$ cat src/rtl/sqrt_hs.sv
// sqrt_hs: iterative integer square root, one root bit per clock via the
// non-restoring digit recurrence, wrapped in valid/ready handshakes.
//
// Handshake rules (both sides): a transfer happens on a rising edge where
// valid && ready are both high. The producer may change radicand/round_mode
// freely at any other time; only the acceptance edge latches them. out_valid,
// once high, stays high with stable outputs until an edge with out_ready=1.
module sqrt_hs #(
  parameter int N = 16
) (
  input  logic             clk,
  input  logic             rst_n,
  input  logic             in_valid,
  output logic             in_ready,
  input  logic [2*N-1:0]   radicand,
  input  logic             round_mode,
  output logic             out_valid,
  input  logic             out_ready,
  output logic [N-1:0]     root,
  output logic [N:0]       remainder,
  output logic             rounded_up,
  output logic             ovf,
  output logic             busy,
  output logic [1:0]       state_dbg
);

  localparam int CW = (N > 1) ? $clog2(N) : 1;

  typedef enum logic [1:0] {
    IDLE = 2'd0,
    CALC = 2'd1,
    FIX  = 2'd2,
    DONE = 2'd3
  } state_t;

  state_t           state_q, state_d;
  logic [2*N-1:0]   rad_q, rad_d;     // radicand, shifted left two bits per step
  logic [N+1:0]     wrem_q, wrem_d;   // signed working remainder
  logic [N-1:0]     part_q, part_d;   // partial root, grows one bit per step
  logic [CW-1:0]    cnt_q, cnt_d;
  logic             mode_q, mode_d;
  logic [N-1:0]     root_q, root_d;
  logic [N:0]       rem_q, rem_d;
  logic             ru_q, ru_d;
  logic             ovf_q, ovf_d;

  // Recurrence step. The working remainder is proven to fit in N+2 signed
  // bits, so the shifted-in value can be formed modulo 2^(N+2).
  logic [N+1:0]     shifted;
  logic [N+1:0]     step_rem;
  logic             step_bit;
  // Restore step: the corrected remainder is non-negative and below 2^(N+1).
  logic [N:0]       fix_rem;
  logic             round_cond;
  logic [N-1:0]     root_inc;

  assign shifted  = {wrem_q[N-1:0], rad_q[2*N-1 -: 2]};
  assign step_rem = wrem_q[N+1] ? (shifted + {part_q, 2'b11})
                                : (shifted - {part_q, 2'b01});
  assign step_bit = ~step_rem[N+1];

  assign fix_rem    = wrem_q[N+1] ? (wrem_q[N:0] + {part_q, 1'b1}) : wrem_q[N:0];
  assign round_cond = fix_rem > {1'b0, part_q};
  assign root_inc   = part_q + {{(N-1){1'b0}}, 1'b1};

  assign in_ready   = (state_q == IDLE);
  assign out_valid  = (state_q == DONE);
  assign busy       = (state_q != IDLE);
  assign state_dbg  = state_q;
  assign root       = root_q;
  assign remainder  = rem_q;
  assign rounded_up = ru_q;
  assign ovf        = ovf_q;

  // Next-state and datapath update for every register, defaults first.
  always_comb begin
    state_d = state_q;
    rad_d   = rad_q;
    wrem_d  = wrem_q;
    part_d  = part_q;
    cnt_d   = cnt_q;
    mode_d  = mode_q;
    root_d  = root_q;
    rem_d   = rem_q;
    ru_d    = ru_q;
    ovf_d   = ovf_q;
    unique case (state_q)
      IDLE: begin
        if (in_valid) begin
          rad_d   = radicand;
          mode_d  = round_mode;
          wrem_d  = '0;
          part_d  = '0;
          cnt_d   = CW'(N - 1);
          state_d = CALC;
        end
      end
      CALC: begin
        rad_d  = {rad_q[2*N-3:0], 2'b00};
        wrem_d = step_rem;
        part_d = {part_q[N-2:0], step_bit};
        cnt_d  = cnt_q - {{(CW-1){1'b0}}, 1'b1};
        if (cnt_q == '0) state_d = FIX;
      end
      FIX: begin
        rem_d  = fix_rem;
        root_d = part_q;
        ru_d   = 1'b0;
        ovf_d  = 1'b0;
        if (mode_q && round_cond) begin
          if (&part_q) begin
            ovf_d = 1'b1;              // round-up would wrap: saturate
          end else begin
            root_d = root_inc;
            ru_d   = 1'b1;
          end
        end
        state_d = DONE;
      end
      DONE: begin
        if (out_ready) state_d = IDLE;
      end
      default: state_d = IDLE;
    endcase
  end

  // State and datapath registers; reset discards any operation in flight.
  always_ff @(posedge clk or negedge rst_n) begin
    if (!rst_n) begin
      state_q <= IDLE;
      rad_q   <= '0;
      wrem_q  <= '0;
      part_q  <= '0;
      cnt_q   <= '0;
      mode_q  <= 1'b0;
      root_q  <= '0;
      rem_q   <= '0;
      ru_q    <= 1'b0;
      ovf_q   <= 1'b0;
    end else begin
      state_q <= state_d;
      rad_q   <= rad_d;
      wrem_q  <= wrem_d;
      part_q  <= part_d;
      cnt_q   <= cnt_d;
      mode_q  <= mode_d;
      root_q  <= root_d;
      rem_q   <= rem_d;
      ru_q    <= ru_d;
      ovf_q   <= ovf_d;
    end
  end

endmodule
$ cat config.mk
export PLATFORM = sky130hd
export DESIGN_NAME = sqrt_hs
export DESIGN_NICKNAME = d
export VERILOG_FILES = /design/src/rtl/sqrt_hs.sv
export SDC_FILE = /design/constraint.sdc
export NUM_CORES = 1
export LEC_CHECK = 0
export CORE_AREA = 2 2 83 145
export DETAILED_ROUTE_END_ITERATION = 16
export DIE_AREA = 0 0 85 147
export DONT_BUFFER_PORTS = 1
export MAX_ROUTING_LAYER = met4
export PLACE_DENSITY = 0.8
export SLEW_MARGIN = 15
export SYNTH_ARGS = -nofsm -noshare
export SYNTH_HDL_FRONTEND = slang
export SYNTH_SLANG_ARGS = --single-unit
$ cat constraint.sdc
create_clock -name clk -period 5.3 [get_ports clk]
set_input_delay 0.265 -clock clk [delete_from_list [all_inputs] [get_ports clk]]
set_output_delay 0.265 -clock clk [all_outputs]
set_load 0.01 [all_outputs]
Word level (Yosys, flattened, before mapping)
Index checks and enable logic that the tools add are counted.
{"block": "word_totals", "ff_bits": 108, "input_bits": 37, "output_inout_bits": 40, "elab_cells": 52}
{"block": "classes", "n_addsub": 5, "magnitude_cmp": 1, "eq_ne": 6, "mux": 20, "n_bitwise": 1, "n_reduce_logical": 9}
{"operator": "32-bit one-hot mux with 2 select lines", "count": 1}
{"operator": "16-bit two-way mux", "count": 3}
{"operator": "18-bit two-way mux", "count": 2}
{"operator": "18-bit one-hot mux with 2 select lines", "count": 1}
{"operator": "32-bit two-way mux", "count": 1}
{"operator": "16-bit one-hot mux with 2 select lines", "count": 1}
{"operator": "18-bit adder", "count": 1}
{"operator": "18-bit subtractor", "count": 1}
{"operator": "17-bit adder", "count": 1}
{"operator": "17-bit by 16-bit greater-than comparator with 1-bit output", "count": 1}
{"operator": "17-bit two-way mux", "count": 1}
{"operator": "16-bit by 1-bit adder with 16-bit output (second input constant)", "count": 1}
{"operator": "16-bit AND reduction", "count": 1}
{"operator": "2-bit one-hot mux with 4 select lines", "count": 1}
{"operator": "4-bit one-hot mux with 2 select lines", "count": 1}
{"operator": "2-bit two-way mux", "count": 3}
{"operator": "2-bit equality test (second input constant)", "count": 2}
{"operator": "4-bit zero test", "count": 1}
{"operator": "1-bit two-way mux", "count": 4}
{"operator": "4-bit two-way mux", "count": 1}
{"operator": "2-bit inequality test (second input constant)", "count": 2}
{"operator": "2-bit AND reduction", "count": 2}
{"operator": "2-bit nonzero test", "count": 2}
{"operator": "4-bit by 1-bit subtractor with 4-bit output (second input constant)", "count": 1}
{"operator": "6 further kinds", "count": 6}

Longest topological paths before layout
Gate-level depths: netlist of the first run.
{"block": "depth", "word_depth": 5, "ltp_mapped": 20, "ltp_nobuf": 18}

Least setup slack after synthesis of the first run
No wires, ideal clock.
{"block": "synth_timing", "path_kind": "flip-flop to flip-flop", "start": "reg part_q[0]", "end": "reg root_q[15] (netlist: root[15])", "arrival_time_ns": 4.134, "setup_slack_ns": 1.046, "path_stages_with_launch": 17, "n_path_buf": 0, "period_less_slack_ns": 4.254, "path_cell_list": "dfrtp_1 fa_1 a211oi_2 o211ai_2 a311oi_1 o21ai_0 o211ai_1 xnor2_1 mux2_2 ha_1 nand2_1 or2_2 o21ai_0 a21boi_0 o31ai_4 or4b_1 a31o_1"}
{"block": "synth_via", "elab_chain_cells": 5, "word_cells_on_any_way": 8}
{"item": "start, declared", "line_no": "39", "text": "logic [N-1:0] part_q, part_d;"}
{"item": "start signal, assigned", "line_no": "144", "text": "part_q <= part_d;"}
{"item": "17-bit adder", "line_no": "62", "text": "assign fix_rem = wrem_q[N+1] ? (wrem_q[N:0] + {part_q, 1'b1}) : wrem_q[N:0];"}
{"item": "17-bit two-way mux", "line_no": "62"}
{"item": "named net fix_rem[14]", "line_no": "53", "text": "logic [N:0] fix_rem;"}
{"item": "17-bit by 16-bit greater-than comparator with 1-bit output", "line_no": "63", "text": "assign round_cond = fix_rem > {1'b0, part_q};"}
{"item": "1-bit logical AND", "line_no": "110", "text": "if (mode_q && round_cond) begin"}
{"item": "16-bit two-way mux", "line_no": "110"}
{"item": "end signal, assigned", "line_no": "147", "text": "root_q <= root_d;"}
{"item": "end, declared", "line_no": "42", "text": "logic [N-1:0] root_q, root_d;"}
The timed path passes the listed nets, and every way through them passes these cells.
A chain may end at the register's enable or synchronous reset.

Worst setup path after layout of the first run
Ends and elaborated chain as after synthesis.

==> results of run 1 <==
area by class of cell:
class	instances	area share (%)
flip-flops and latches	108	35.2
clock buffers	11	3.29
well taps	135	2.20
repair buffers	9	1.17
clock inverters	4	0.944
inverters	41	2.00
multi-input cells	579	55.2
per-stage QoR:
step | hold WS (ns) | instance area, um2 | setup slack, ns
after floorplan | -0.0306 | 7240 | 1.05
after global placement | -0.0278 | 7300 | 0.472
after detailed placement | -0.0285 | 7300 | 0.289
after CTS | 0.0516 | 7660 | 0.279
after global routing | 0.0536 | 7680 | 0.0708
final | 0.0600 | 7680 | 0.357
what timing repair did:
action                                  CTS  global route
hold buffers                              2             0
gates resized for setup                   0             1
endpoints found under the hold margin   108             0
endpoints found under the setup margin    0            13
layer usage:
metal,up-vias,routed length (um)
met2,193,9200
met5,-,0
met1,2896,6590
met4,0,836
li1,2836,-
met3,60,739
path summary, 6_finish.rpt:
| check | start | endpoint | slack (ns) | depth (start not counted) |
|---|---|---|---|---|
| hold reg to reg | rad_q[29]$_DFFE_PN0P_ | rad_q[29]$_DFFE_PN0P_ | 0.49 | 2 |
| setup / recovery | part_q[0]$_DFFE_PN0P_ | root[15]$_DFFE_PN0P_ | 0.36 | 15 |
| hold / removal | round_mode | mode_q$_DFFE_PN0P_ | 0.06 | 1 |
| min in group asynchronous | rst_n | remainder[4]$_DFFE_PN0P_ | 0.52 | 2 |
| max in group asynchronous | rst_n | wrem_q[12]$_DFFE_PN0P_ | 4.37 | 2 |
| setup reg to reg | part_q[0]$_DFFE_PN0P_ | root[15]$_DFFE_PN0P_ | 0.36 | 15 |
kinds of logic after synthesis:
| group | after synthesis | share of synthesized area (%) |
|---|---|---|
| AOI/OAI and AO/OA | 262 | 23.8 |
| and+or+nand+nor | 163 | 11.0 |
| buffers and inverters | 80 | 4.51 |
| muxes | 58 | 8.91 |
| DFF | 108 | 37.3 |
| xor gates and xnor gates | 41 | 4.96 |
| adders and majority gates | 54 | 9.43 |
power by group:
group,internal [mW],switching (mW)
Sequential,1.22,0.471
Clock,0.437,0.295
Combinational,1.64,2.14
Total,3.30,2.90
flip-flops by register name (all words and copies together) (netlist names):
name	count
cnt_q	4
mode_q	1
ovf	1
part_q	16
rad_q	32
remainder	17
root	16
rounded_up	1
state_dbg	2
wrem_q	18
cell usage in the layout (no fill, tap or decap), types with 7 or more instances in the layout:
| cell type | synthesis | layout |
|---|---|---|
| a31oi_1 | 15 | 15 |
| nor2_1 | 39 | 39 |
| dfrtp_1 | 108 | 108 |
| clkbuf_16 | 0 | 9 |
| o31ai_2 | 6 | 7 |
| a21oi_1 | 55 | 55 |
| nor3_1 | 14 | 14 |
| o31ai_1 | 8 | 8 |
| nand2_1 | 48 | 48 |
| inv_1 | 41 | 41 |
| a21o_1 | 9 | 9 |
| ha_1 | 53 | 51 |
| o22ai_1 | 69 | 69 |
| xor2_1 | 10 | 10 |
| or4_1 | 8 | 8 |
| o21ai_0 | 41 | 41 |
| xnor2_1 | 31 | 31 |
| buf_4 | 0 | 7 |
| mux2_2 | 52 | 52 |
| nand3_1 | 14 | 14 |
cell usage after synthesis (15+ instances only):
master,instances,area (um2)
mux2_2,52,586
ha_1,53,663
a31oi_1,15,93.8
o22ai_1,69,432
inv_1,41,154
o21ai_0,41,205
nor2_1,39,146
clkbuf_1,32,120
a21oi_1,55,275
dfrtp_1,108,2700
xnor2_1,31,272
nand2_1,48,180
worst max-delay path, stage by stage (launching register included):
cell and delay [ns]:
dfrtp_1 0.53, fa_1 0.51, a211oi_2 0.30, o211ai_2 0.18, a311oi_1 0.38, o21ai_0 0.17
xor2_1 0.16, mux2_2 0.29, ha_1 0.31, nand3_1 0.07, or2_2 0.30, o21ai_0 0.15
a21boi_1 0.39, o31ai_2 0.30, or4b_1 0.58, a31o_1 0.23
==> results.md, run 1 <==
- Status: finished, final reports clean
- Post-route DRC: 0
- Leak: about 3.2 nW
- Gate Count Post-Synth: between 700 and 800
- Clock slew seen by the registers of the worst setup and hold paths: approximately 0.07 ns
- Final Skew: 0.00728 ns
- CTS Root Cell: clkbuf_16
- Port Buffer Count: 0
- Critical-path maximum fanout: 13
- FILL cells: ~860
- Die width: about 85 um
- Synthesis-stage register bit count: 108
- Ratio of final minimum period to clock period: between 90% and 100%
- Routed via count: 5985
- Sequential-to-total area share from yosys stat: between 30% and 40%
- Global Route met1 Usage: about a third
- Worst Path Required: 5.54 ns
- Die ar.: roughly 12000 um2
- Post-DRT Antenna Nets: 0
- Slew @ Worst Pin: 1.18 ns
- 1st-iter DRT viols: 404
- Post-Layout Cell Count: ~900
- Placed cell count: 869
- Boundary Pins: just under 80
- Setup Viol. Count Final: 0
- Final Hold Fails: 0
- Final Wtd Congestion: roughly 0.91
- Register area: approximately 2700 um2
- GRT busiest layer: met2
- Utilization after layout: between 60% and 70%
- Post-synth EDFFs: 0
- Ys Warns: 0
- Fraction of layout cells with a size suffix above 1: between 10% and 20%
- Syn Nets: about 860
- Power Density: 807 nW/um2
- Max IR drop VDD: between 0.0006 and 0.0007 V
- Worst Hold Class: input pin to flip-flop
- Core ar.: 11400 um2
- Met3 usage in global routing: under 10%
- Distinct cells, synth: 71
- Routed wire length: about 17 mm
- CTS tree: built
- Total Routing Usage GR: slightly below 30%
- Total congestion overflow: 0
- Initial antenna violation count: 0
- Unrepaired setup endpoints after global routing: false
- H-tree depth: 3
- Clock Tree Buf Depth: 2
- Max Slew Vio Count: 0
- First-pass GRT wire length: between 20 and 30 mm
- Crit path DAT: 5.18 ns
- CP Capture Type: flip-flop
- Initial Util: a little under two thirds
- Max-slew headroom: between 20% and 30%
- Max_cap viols: 0
- Mean Syn Cell Area: 9.46 um2
- Worst-Skew Late Latency: roughly 0.35 ns
- Ant. Diodes: 0
- Vias in the first global route: between 6000 and 7000
- Nets@finish: 839
- Primary FF master, synth: dfrtp_1
- Placement row count: 52
- Async SR Flop Fraction: between 90% and 100%
- Pin count of the biggest net entering global routing: around 110
- Multi-input gate area: roughly 4200 um2
- # Post-CTS Setup Buffers: 0
- Clock Sinks: 108
- Drt pass-1 iters: 4
- Die extent in y: between 100 and 150 um
- Kind of start point of the critical path: flip-flop
- Final critical-path required period: 4.94 ns
- Setup_tns: 0 ns
- Power, Total: around 6.2 mW
- Avg Vias per Cell: roughly 6.7
- Routed WL per cell: around 20 um
- Fmax: 0.202 GHz
- Synthesized area: between 7000 and 8000 um2
- CP Class: flip-flop to flip-flop
- Num CTS Buffers: 9
- Post-DP HPWL: 12.5 mm
- Layout area overhead: 6.08%
- Met2 GRT Util: roughly 51%
(Power assumes the default switching activity.)
==> run 2, diff against run 1 <==
CELL_PAD_IN_SITES_DETAIL_PLACEMENT = 2   (was default)
CELL_PAD_IN_SITES_GLOBAL_PLACEMENT = 2   (was default)
CORE_AREA = 2 2 104 181   (was 2 2 83 145)
DIE_AREA = 0 0 106 183   (was 0 0 85 147)
PLACE_DENSITY = default   (was 0.8)
PLACE_DENSITY_LB_ADDON = 0.1   (was default)
==> run 2 against run 1 <==
Highest routed layer unchanged. Final area is 2.5% higher. Largest cell class unchanged. Global-route usage shrank 3.1 points. Critical path type unchanged. Worst setup slack worse by 0.0081 ns. Largest power group unchanged. Register-to-register slack about the same. First-iteration DRC count fell by 64%. Power is 4.6% higher. Critical path depth is 1 higher. Wire length up 40%. Clock-buffer cell count unchanged. Sequential share of layout area is 0.87 points lower. Sequential power about the same. Via count increased by 3.6%.
==> results.md, run 2 (same netlist as run 1, synthesis figures left out) <==
- Status: finished, final reports clean
- Worst Hold Slack: 0.0411 ns (-0.0190 ns)
- Ant. Diodes: 0 (unchanged)
- Met3 Routed Length: 527 um (-29%)
- Post-route DRC: 0 (unchanged)
- Worst Hold Class: input pin to flip-flop
- Nets@finish: 852 (+1.5%)
- Commonest cells after routing, fill and taps aside: 108 x dfrtp_1, 69 x o22ai_1, 55 x a21oi_1
- Critical-path maximum fanout: 13 (unchanged)
- Max-slew headroom: 26.1% (+5.2 points)
- Final Hold Fails: 0 (unchanged)
- Core ar.: 18000 um2 (+58%)
- Port Buffer Count: 0 (unchanged)
- Vias in the first global route: 7048 (+12%)
- Routed via count: 6199 (+3.6%)
- CTS Root Cell: clkbuf_16
- Utilization after layout: 43.8% (-24 points)
- Die ar.: 19400 um2 (+55%)
- Slew @ Worst Pin: 1.10 ns (-0.0821 ns)
- RR Startpoint: wrem_q[0]$_DFFE_PN0P_
- First-pass GRT wire length: 38.4 mm (+31%)
- Max Slew Vio Count: 0 (unchanged)
- Max_cap viols: 0 (unchanged)
- Post-DP HPWL: 18.5 mm (+47%)
- Clock slew seen by the registers of the worst setup and hold paths: 0.07 ns (about the same)
- Worst-Skew Late Latency: 0.37 ns (+0.02 ns)
- Fraction of layout cells with a size suffix above 1: 14.9% (+1.6 points)
- Total Routing Usage GR: 26.6% (-3.1 points)
- Drt pass-1 iters: 4 (unchanged)
- Routed wire length: 24.2 mm (+40%)
- Die extent in y: 183 um (+24%)
- Total congestion overflow: 0 (unchanged)
- Layout area overhead: 8.78%
- CTS tree: built
- Final Wtd Congestion: 0.900 (-1.5%)
- Worst reg2reg endpoint: root[15]$_DFFE_PN0P_
- Pin count of the biggest net entering global routing: 109 (unchanged)
- Routed WL per cell: 24.3 um (+24%)
- CP Class: flip-flop to flip-flop
- Commonest non-fill, non-tap cell in the layout: dfrtp_1
- 1st-iter DRT viols: 146 (-64%)
- HP Start: round_mode
- Worst R2R Setup Slack: 0.35 ns (about the same)
- Initial Util: 40.3% (-23 points)
- Fmax: 0.202 GHz (-0.16%)
- Power, Total: 6.48 mW (+4.6%)
- WHS Path Cells: 1 (unchanged)
- Avg Vias per Cell: 6.21 (-7.9%)
- Setup Viol. Count Final: 0 (unchanged)
- Most flop-heavy register: rad_q
- R2r worst-path depth: 16 (+1)
- Post-DRT Antenna Nets: 0 (unchanged)
- Final critical-path required period: 4.95 ns (+0.00810 ns)
- Clock Tree Buf Depth: 2 (unchanged)
- Final Skew: 0.00624 ns (-0.00104 ns)
- Top sig layer: met4
- Initial antenna violation count: 0 (unchanged)
- CP Capture Type: flip-flop
- Worst Path Required: 5.57 ns (+0.03 ns)
- Met2 WL: 14.1 mm (+54%)
- Crit path DAT: 5.22 ns (+0.04 ns)
- H-tree depth: 3 (unchanged)
- Met1 WL: 8.34 mm (+27%)
- Kind of start point of the critical path: flip-flop
- Die width: 106 um (+25%)
- Power Density: 823 nW/um2 (+2.0%)
- Leak: 3.27 nW (+1.5%)
- Boundary Pins: 77 (unchanged)
- Num CTS Buffers: 9 (unchanged)
- Placed cell count: 981 (+13%)
- Placement row count: 65 (+25%)
- Max IR drop VDD: 0.000349 V (-45%)
- Hold Path End: mode_q$_DFFE_PN0P_
- Post-Layout Cell Count: 998 (+13%)
- Ratio of final minimum period to clock period: 93.4% (+0.15 points)
- Max reg flops: 32 (unchanged)
- Clock Sinks: 108 (unchanged)
- Setup_tns: 0 ns (unchanged)
-- run 2: layout make-up --
class                   instances  area [um2]
clock buffers                  11         253
repair buffers                 22         188
clock inverters                 3        47.5
flip-flops and latches        108        2700
inverters                      41         154
fillers                      1981       10100
multi-input cells             579        4240
well taps                     234         293
-- run 2: critical path: stages (launching register included) --
cell and delay (ns):
dfrtp_1 0.46, fa_1 0.53, a211oi_2 0.27, o211ai_2 0.17, a311oi_1 0.34, o21ai_0 0.16
o211ai_1 0.13, xnor2_1 0.09, mux2_2 0.29, ha_1 0.29, nand2_1 0.06, or2_2 0.31
o21ai_0 0.16, a21boi_1 0.46, o31ai_2 0.31, or4b_1 0.59, a31o_1 0.23
-- run 2: power breakdown --
group	switching, mW	total (mW)	internal, mW
combinational	2.34	4.04	1.70
sequential	0.501	1.72	1.22
clock	0.332	0.721	0.389
-- run 2: what timing repair did --
item,in CTS,in global routing
setup buffers,0,0
setup endpoints to repair,0,15
hold buffers,2,0
resized for setup,0,1
endpoints found under the hold margin,108,0
-- run 2: per-layer routing --
layer | GRT usage (%) | vias up
li1 | - | 2860
met1 | 24.8 | 3155
met2 | 51.4 | 123
met3 | 2.99 | 61
met4 | 15.3 | 0
met5 | - | -
-- run 2: how the worst max path moves through the flow --
| stage | from | to | slack [ns] | cells past startpoint |
|---|---|---|---|---|
| after floorplan | part_q[0]$_DFFE_PN0P_ | root[15]$_DFFE_PN0P_ | 1.05 | 16 |
| after global placement | wrem_q[0]$_DFFE_PN0P_ | rounded_up$_DFFE_PN0P_ | 0.51 | 15 |
| after detailed placement | wrem_q[0]$_DFFE_PN0P_ | rounded_up$_DFFE_PN0P_ | 0.27 | 16 |
| after CTS | wrem_q[0]$_DFFE_PN0P_ | rounded_up$_DFFE_PN0P_ | 0.24 | 16 |
| after global routing | wrem_q[0]$_DFFE_PN0P_ | root[15]$_DFFE_PN0P_ | -0.03 | 16 |
| final | wrem_q[0]$_DFFE_PN0P_ | root[15]$_DFFE_PN0P_ | 0.35 | 16 |
-- run 2: metrics by stage --
step,setup slack [ns],area [um2]
6_report,0.349,7880
2_1_floorplan,1.05,7240
4_1_cts,0.236,7870
3_5_place_dp,0.268,7530
5_1_grt,-0.0336,7880
3_3_place_gp,0.514,7530
